$ cat config.mk
export PLATFORM = sky130hd
export DESIGN_NAME = fas_pipline5_flat
export DESIGN_NICKNAME = d
export VERILOG_FILES = /design/src/rtl/fas_pipline5_if.sv /design/src/rtl/fas_pipline5.sv /design/src/flat_wrapper.sv
export SDC_FILE = /design/constraint.sdc
export NUM_CORES = 1
export LEC_CHECK = 0
export ABC_AREA = 1
export BUFFER_PORTS_ARGS = -buffer_cell sky130_fd_sc_hd__buf_2
export CORE_ASPECT_RATIO = 1.75
export CORE_UTILIZATION = 48
export DETAILED_ROUTE_END_ITERATION = 6
export GPL_TIMING_DRIVEN = 0
export PLACE_DENSITY = 0.74
export REMOVE_ABC_BUFFERS = 1
export SLEW_MARGIN = 20
export SYNTH_ARGS = -nofsm -noshare
export SYNTH_HDL_FRONTEND = slang
export SYNTH_SLANG_ARGS = --single-unit
$ cat constraint.sdc
create_clock -name clk -period 2.5 [get_ports clk]
set_clock_uncertainty 0.15 [all_clocks]
set_input_delay 0.5 -clock clk [delete_from_list [all_inputs] [get_ports clk]]
set_output_delay 0.5 -clock clk [all_outputs]
set_load 0.05 [all_outputs]
$ cat src/rtl/fas_pipline5_if.sv
// Handshake bundle between the normaliser, the final pack stage and the consumer.
// The slave modport is the pack stage's view; master is the surrounding pipeline.
interface fas_pipline5_if;
    logic [32:0] x4;
    logic [8:0]  base_ei;
    logic        enable;
    logic        in_ready;
    logic [31:0] result;
    logic        flag_of;
    logic        flag_uf;
    logic        flag_zero;
    logic        out_valid;
    logic        out_ready;
    logic        drop_err;

    modport slave (
        input  x4, base_ei, enable, out_ready,
        output in_ready, result, flag_of, flag_uf, flag_zero, out_valid, drop_err
    );

    modport master (
        output x4, base_ei, enable, out_ready,
        input  in_ready, result, flag_of, flag_uf, flag_zero, out_valid, drop_err
    );
endinterface

$ cat src/rtl/fas_pipline5.sv
// Final float add/sub stage: packs sign/exponent/significand into an IEEE-754
// single, classifies overflow/underflow/zero, and buffers results in a small FIFO.
module fas_pipline5 #(
    parameter int DEPTH = 2,
    parameter int PTR_W = 1
) (
    input  logic           clk,
    input  logic           rst,
    fas_pipline5_if.slave  bus
);

    localparam logic [PTR_W:0] FULL_COUNT = (PTR_W+1)'(DEPTH);

    logic [8:0]  w_e;
    logic [31:0] w_s;
    logic        w_sign;
    logic [31:0] w_res;
    logic        w_of;
    logic        w_uf;
    logic        w_zero;
    logic [34:0] w_entry;

    assign w_e    = bus.base_ei;
    assign w_s    = bus.x4[31:0];
    assign w_sign = bus.x4[32];

    // Priority matters: exponents 384..511 are negative wraps from subtraction,
    // so they must be caught before the plain overflow range.
    always_comb begin
        w_res  = 32'h0;
        w_of   = 1'b0;
        w_uf   = 1'b0;
        w_zero = 1'b0;
        if (w_e[8] && (w_e >= 9'd384)) begin
            w_res  = {w_sign, 31'h0};
            w_uf   = 1'b1;
            w_zero = 1'b1;
        end else if (w_e >= 9'd255) begin
            w_res = {w_sign, 8'hFF, 23'h0};
            w_of  = 1'b1;
        end else if ((w_e == 9'd0) || !w_s[23]) begin
            w_res  = {w_sign, 31'h0};
            w_zero = 1'b1;
            w_uf   = (w_s != 32'h0);
        end else begin
            w_res = {w_sign, w_e[7:0], w_s[22:0]};
        end
    end

    assign w_entry = {w_res, w_of, w_uf, w_zero};

    logic [34:0]      r_mem [DEPTH];
    logic [PTR_W-1:0] r_wr_ptr;
    logic [PTR_W-1:0] r_rd_ptr;
    logic [PTR_W:0]   r_count;
    logic             r_drop_err;
    logic             w_in_ready;
    logic             w_out_valid;
    logic             w_push;
    logic             w_pop;
    logic [34:0]      w_head;

    assign w_in_ready  = (r_count != FULL_COUNT);
    assign w_out_valid = (r_count != '0);
    // No bypass when full: a pop in the same cycle does not free a slot for this enable.
    assign w_push      = bus.enable & w_in_ready;
    assign w_pop       = w_out_valid & bus.out_ready;

    genvar gi;
    generate
        for (gi = 0; gi < DEPTH; gi++) begin : g_entry
            always_ff @(posedge clk) begin
                if (w_push && (r_wr_ptr == PTR_W'(gi))) begin
                    r_mem[gi] <= w_entry;
                end
            end
        end
    endgenerate

    always_ff @(posedge clk) begin
        if (rst) begin
            r_wr_ptr   <= '0;
            r_rd_ptr   <= '0;
            r_count    <= '0;
            r_drop_err <= 1'b0;
        end else begin
            if (w_push) begin
                r_wr_ptr <= r_wr_ptr + PTR_W'(1);
            end
            if (w_pop) begin
                r_rd_ptr <= r_rd_ptr + PTR_W'(1);
            end
            case ({w_push, w_pop})
                2'b10:   r_count <= r_count + (PTR_W+1)'(1);
                2'b01:   r_count <= r_count - (PTR_W+1)'(1);
                default: r_count <= r_count;
            endcase
            if (bus.enable && !w_in_ready) begin
                r_drop_err <= 1'b1;
            end
        end
    end

    // Stale array contents are masked so an empty FIFO always presents zeros.
    assign w_head = w_out_valid ? r_mem[r_rd_ptr] : 35'h0;

    assign bus.result    = w_head[34:3];
    assign bus.flag_of   = w_head[2];
    assign bus.flag_uf   = w_head[1];
    assign bus.flag_zero = w_head[0];
    assign bus.out_valid = w_out_valid;
    assign bus.in_ready  = w_in_ready;
    assign bus.drop_err  = r_drop_err;

endmodule
$ cat src/flat_wrapper.sv
// flat-port wrapper written by rule: the top's interface ports become plain ports
module fas_pipline5_flat 
#(
    parameter int DEPTH = 2,
    parameter int PTR_W = 1
)
  (clk, rst, bus_x4, bus_base_ei, bus_enable, bus_out_ready, bus_in_ready, bus_result, bus_flag_of, bus_flag_uf, bus_flag_zero, bus_out_valid, bus_drop_err);
  fas_pipline5_if bus_i ();
  input  logic clk;
  input  logic rst;
  input wire logic [$bits(bus_i.x4)-1:0] bus_x4;
  input wire logic [$bits(bus_i.base_ei)-1:0] bus_base_ei;
  input wire logic [$bits(bus_i.enable)-1:0] bus_enable;
  input wire logic [$bits(bus_i.out_ready)-1:0] bus_out_ready;
  output wire logic [$bits(bus_i.in_ready)-1:0] bus_in_ready;
  output wire logic [$bits(bus_i.result)-1:0] bus_result;
  output wire logic [$bits(bus_i.flag_of)-1:0] bus_flag_of;
  output wire logic [$bits(bus_i.flag_uf)-1:0] bus_flag_uf;
  output wire logic [$bits(bus_i.flag_zero)-1:0] bus_flag_zero;
  output wire logic [$bits(bus_i.out_valid)-1:0] bus_out_valid;
  output wire logic [$bits(bus_i.drop_err)-1:0] bus_drop_err;
  assign bus_i.x4 = bus_x4;
  assign bus_i.base_ei = bus_base_ei;
  assign bus_i.enable = bus_enable;
  assign bus_i.out_ready = bus_out_ready;
  assign bus_in_ready = bus_i.in_ready;
  assign bus_result = bus_i.result;
  assign bus_flag_of = bus_i.flag_of;
  assign bus_flag_uf = bus_i.flag_uf;
  assign bus_flag_zero = bus_i.flag_zero;
  assign bus_out_valid = bus_i.out_valid;
  assign bus_drop_err = bus_i.drop_err;
  fas_pipline5 #(.DEPTH(DEPTH), .PTR_W(PTR_W)) u_core (.clk(clk), .rst(rst), .bus(bus_i));
endmodule
======== Word level (Yosys, flattened, before mapping) ========
Memory sizes are Yosys's and may differ from the RTL's. A register that Yosys moved wholly into a read port is not among the register bits.
Index checks and enable logic that the tools add are counted.
operators by class
  add/sub/neg operators ................... 4
  $mul .................................... 0
  div/mod/pow operators ................... 0
  $lt $le $gt $ge ......................... 2
  equality and inequality tests ........... 3
  shifts and indexed selects .............. 0
  mux-type cells .......................... 22
  bitwise gates (word level) .............. 3
  reduce and logical (&&, ||, !) cells .... 12
operators with widths
  kind                                                                    count
  31-bit two-way mux                                                      3
  35-bit two-way mux                                                      2
  35-bit OR reduction                                                     1
  32-bit nonzero test                                                     1
  1-bit two-way mux                                                       16
  9-bit by 8-bit >= comparator with 1-bit output (second input constant)  1
  9-bit >= comparator (second input constant)                             1
  9-bit logical NOT                                                       1
  1-bit logical AND                                                       4
  2-bit case mux with 2 select lines                                      1
  2-bit nonzero test                                                      2
  1-bit adder (second input constant)                                     2
  2-bit by 1-bit adder with 2-bit output (second input constant)          1
  1-bit bitwise AND                                                       2
  2-bit by 1-bit equality test with 1-bit output (second input constant)  1
  2-bit equality test (second input constant)                             1
  1-bit logical NOT                                                       2
  2-bit inequality test (second input constant)                           1
  2-bit by 1-bit subtractor with 2-bit output (second input constant)     1
  1-bit logical OR                                                        1
  1-bit NOT                                                               1
storage, ports and cells
  register bits after elaboration ......... 5
  bits in latches ......................... 0
  memory bits (writable) .................. 70
  ROM bits ................................ 0
  bits of input ports ..................... 46
  output and inout bits ................... 38
  logic and storage cells ................. 51
  memories kept ........................... 1
memory list
  memory        depth  width  read ports  clocked after Yosys merged registers in  wr ports  line                text
  u_core.r_mem  2      35     1           1                                        1         fas_pipline5.sv:52  logic [34:0] r_mem [DEPTH];

======== Logic depth before layout (Yosys ltp) ========
  depth in word-level cells ............... 7
  depth in mapped cells ................... 8
  gate-level depth less buffers ........... 8

======== Worst setup path after synthesis ========
OpenSTA, ideal clock, no wires.
  path type ............................... register to register
  start point ............................. register u_core.r_count[0]
  end point ............................... memory u_core.r_mem[0][0] (enable)
  library setup time ...................... 427 ps
  arrival time ............................ 2,389 ps
  required time ........................... 1,923 ps
  path slack .............................. -466 ps
  stages on the path, launching flop included .. 5
  buffers on the path ..................... 0
  period minus slack after synthesis ...... 2,966 ps
  cells stage by stage .................... dfxtp_1 inv_1 nand2_2 nand2_1 nor2_1
between the ends
  cells in the longest elaborated chain, start to end .. 7
  elaborated cells on any way between the ends .. 11
  those cells by class .................... eq/ne: 1; mux: 6; bitwise: 1; reduce/logical: 3
RTL lines
  element                                  line                text
  start: declaration                       fas_pipline5.sv:55  logic [PTR_W:0] r_count;
  start signal: assignment                 fas_pipline5.sv:94  2'b10: r_count <= r_count + (PTR_W+1)'(1);
  start signal: assignment                 fas_pipline5.sv:95  2'b01: r_count <= r_count - (PTR_W+1)'(1);
  start signal: assignment                 fas_pipline5.sv:96  default: r_count <= r_count;
  2-bit inequality test *                  fas_pipline5.sv:63  assign w_in_ready = (r_count != FULL_COUNT);
  named net bus_in_ready                   flat_wrapper.sv:15  output wire logic [$bits(bus_i.in_ready)-1:0] bus_in_ready;
  1-bit bitwise AND *                      fas_pipline5.sv:66  assign w_push = bus.enable & w_in_ready;
  1-bit logical AND                        fas_pipline5.sv:73  if (w_push && (r_wr_ptr == PTR_W'(gi))) begin
  1-bit two-way mux                        fas_pipline5.sv:73
  1-bit two-way mux (not written as such)  fas_pipline5.sv:74  r_mem[gi] <= w_entry;
  35-bit OR reduction (no line)            --
  1-bit two-way mux (no line)              --
  end: declaration                         fas_pipline5.sv:52
The timed path passes the listed nets; every way through them passes the cells marked *.

==> impl_results.md <==
* CTS tree: yes
* Avg Inst Size Synth at 9.74 um^2
* Synth top area cells: edfxtp_1 (62%), nand2_1 (14%), a21oi_1 (5.7%)
* FP Rows at 40
* Core area at 6860 um^2
* Most frequent cells in the layout: nand2_1 (123), buf_2 (83), edfxtp_1 (70)
* Critical path type: reg -> out
* P_leak at 1.80 nW
* Initial Util at 49.7%
* Synth Cell Area at 3410 um^2
* Ratio of cells with drive above 1 in the final layout at 24.2%
* Peak supply drop at 0.000680 V
* ANT cells at 0
* Post-synthesis async set-or-reset flop share at 0%
* Clock sinks at 76
* Total number of vias at 2,619
* Fmax at 0.423 GHz
* Slowest stage delay, CP at 0.47 ns
* CP top delay family: buffers and inverters
* Commonest non-fill, non-tap cell in the layout: nand2_1
* Via density at 5.02
* Max Cap Viol at 0
* Cells along the critical path: inv_6 -> nand2_1 -> a21oi_1 -> buf_2
* Total I/O pin count at 84
* Dpl hpwl at 4740 um
* WP buf/inv at 2
* Unrepaired setup endpoints after global routing: no
* Width of the die at 65.7 um
* DRT Pass-1 Iters at 4
* Num CTS Buffers at 9
* Port Buf Inserts at 83
* Final min period at 2.36 ns
* FF+latch count, synth at 76
* Post-CTS Setup Bufs at 0
* Worst-Skew Late Latency at 0.32 ns
* Area delta synth->final at 22.5%
* Clock Tree Buf Depth at 2
* Final RePlAce weighted congestion at 0.759
* Final Cycle Share at 94.5%
* CTS Hold Buffers Added at 0
* Slew headroom at 63.0%
* Final worst slack at 0.137 ns
* Vias in the first global route at 2,516
* Iter 0 DRT Violations at 122
* Nets at 480
* Setup crit start kind: flop
* GRT Resource Usage Total at 20.8%
* Synth unique cells at 20
* Worst-path clk slew at 0.05 ns
* Cells after Synth at 350
* Die height at 113 um
* Total power draw at 0.00429 W
* Worst path slowest cell: dfxtp_4
* Worst slack at placement at 0.0261 ns
* EDFF count, synth at 70
* First-pass GRT wire length at 11,300 um
* Crit end category: output pin
* Overflow after GRT at 0
* Pwr dens at 1030 nW/um^2
* Largest net degree at the start of global routing at 37
* Average wire per standard cell at 13.9 um
* Initial antenna violation count at 0
* Htree depth at 3
* Final setup fails at 0
* CP required at 1.85 ns
* Total die area at 7460 um^2
* WP data arrival at 1.71 ns
* Post-Route WL at 7270 um
* Outcome: complete, no violations
* Top cell type's share of synthesized area at 61.7%
* Worst Hold Class: in -> reg
* Slew @ Worst Pin at 0.554 ns
* Final slew viol count at 0
* Clk root buf: clkbuf_16
* Cell taking the most area after synthesis: edfxtp_1
* Sequential area share after synthesis at 65.2%
* ANT nets after route at 0
* Synth Warn # at 0
* Fin. Hold Viols at 0
* # DRC at 0
* Top FF cell, synth: edfxtp_1
* Crit Path Max Fanout at 36
* Fill cells at 573
-- report_power, final --
part | switching (W) | total, W | internal (W)
Clock | 0.000439 | 0.00111 | 0.000672
Combinational | 0.00117 | 0.00150 | 0.000325
Sequential | 0.000110 | 0.00168 | 0.00157
Total | 0.00172 | 0.00429 | 0.00257
-- layout make-up --
cell class | instances | area, um^2 | share of cell area, %
Sequential cell | 76 | 2230 | 53.3
Clock buffer | 15 | 248 | 5.93
Tap cell | 84 | 105 | 2.52
Inverter | 23 | 91.3 | 2.19
Multi-Input combinational cell | 238 | 1030 | 24.7
Timing Repair Buffer | 85 | 470 | 11.3
Clock inverter | 1 | 5.00 | 0.120
-- metal layers --
layer	up-vias	global-route usage, %	wire length [um]
met5	-	0	0
met4	0	10.4	164
met3	15	5.70	282
met2	78	37.1	4000
met1	1205	21.4	2830
li1	1321	-	-
-- final timing paths --
path	startpoint	end	slack, ns	depth (start not counted)
setup / recovery	flop	bus_result[27]	0.14	4
hold / removal	bus_x4[32]	u_core.r_mem[0][34]	0.23	1
setup reg to reg	u_core.r_count[0]	u_core.r_mem[1][28]	0.39	5
hold reg to reg	u_core.bus.drop_err	u_core.bus.drop_err	0.31	2
-- through the flow --
stage	instances	utilization, %	hold WS, ns	setup TNS (ns)	instance area [um^2]
final	522	60.9	0.229	0	4180
after global routing	522	60.9	0.221	0	4180
after CTS	522	60.8	0.218	0	4170
after detailed placement	505	56.9	0.297	0	3900
after global placement	503	55.9	0.289	-60.69	3830
after floorplan	336	-	0.347	-16.76	3310
-- synthesized netlist by cell type, types with 4 or more instances --
library cell  instances
inv_1                21
buf_2                 7
nor3_1                4
a21oi_1              39
dfxtp_1               6
nand2_1             123
o21ai_0               5
buf_4                 5
edfxtp_1             70
nand3_1               4
nor2_1               50
-- cell families (layout without fill, tap and decap cells) --
logic type	count (synthesis)	in the layout	synth area share (%)
compound gates	45	45	6.68
buf+inv	37	124	5.32
fa+ha+maj	1	1	0.367
flops	76	76	65.2
simple gates	191	192	22.5
-- flip-flops by register name, indices dropped and copies added (netlist names), named ones only --
register and flops:
u_core.r_mem 70, u_core.r_wr_ptr 1, u_core.bus.drop_err 1, u_core.r_rd_ptr 1, u_core.r_count 2
-- what timing repair did --
action | CTS | global route
resized for setup | 2 | 2
gates cloned | 1 | 0
setup endpoints to repair | 35 | 22
pin swaps | 1 | 0
Power figures use the tool's default switching activity.
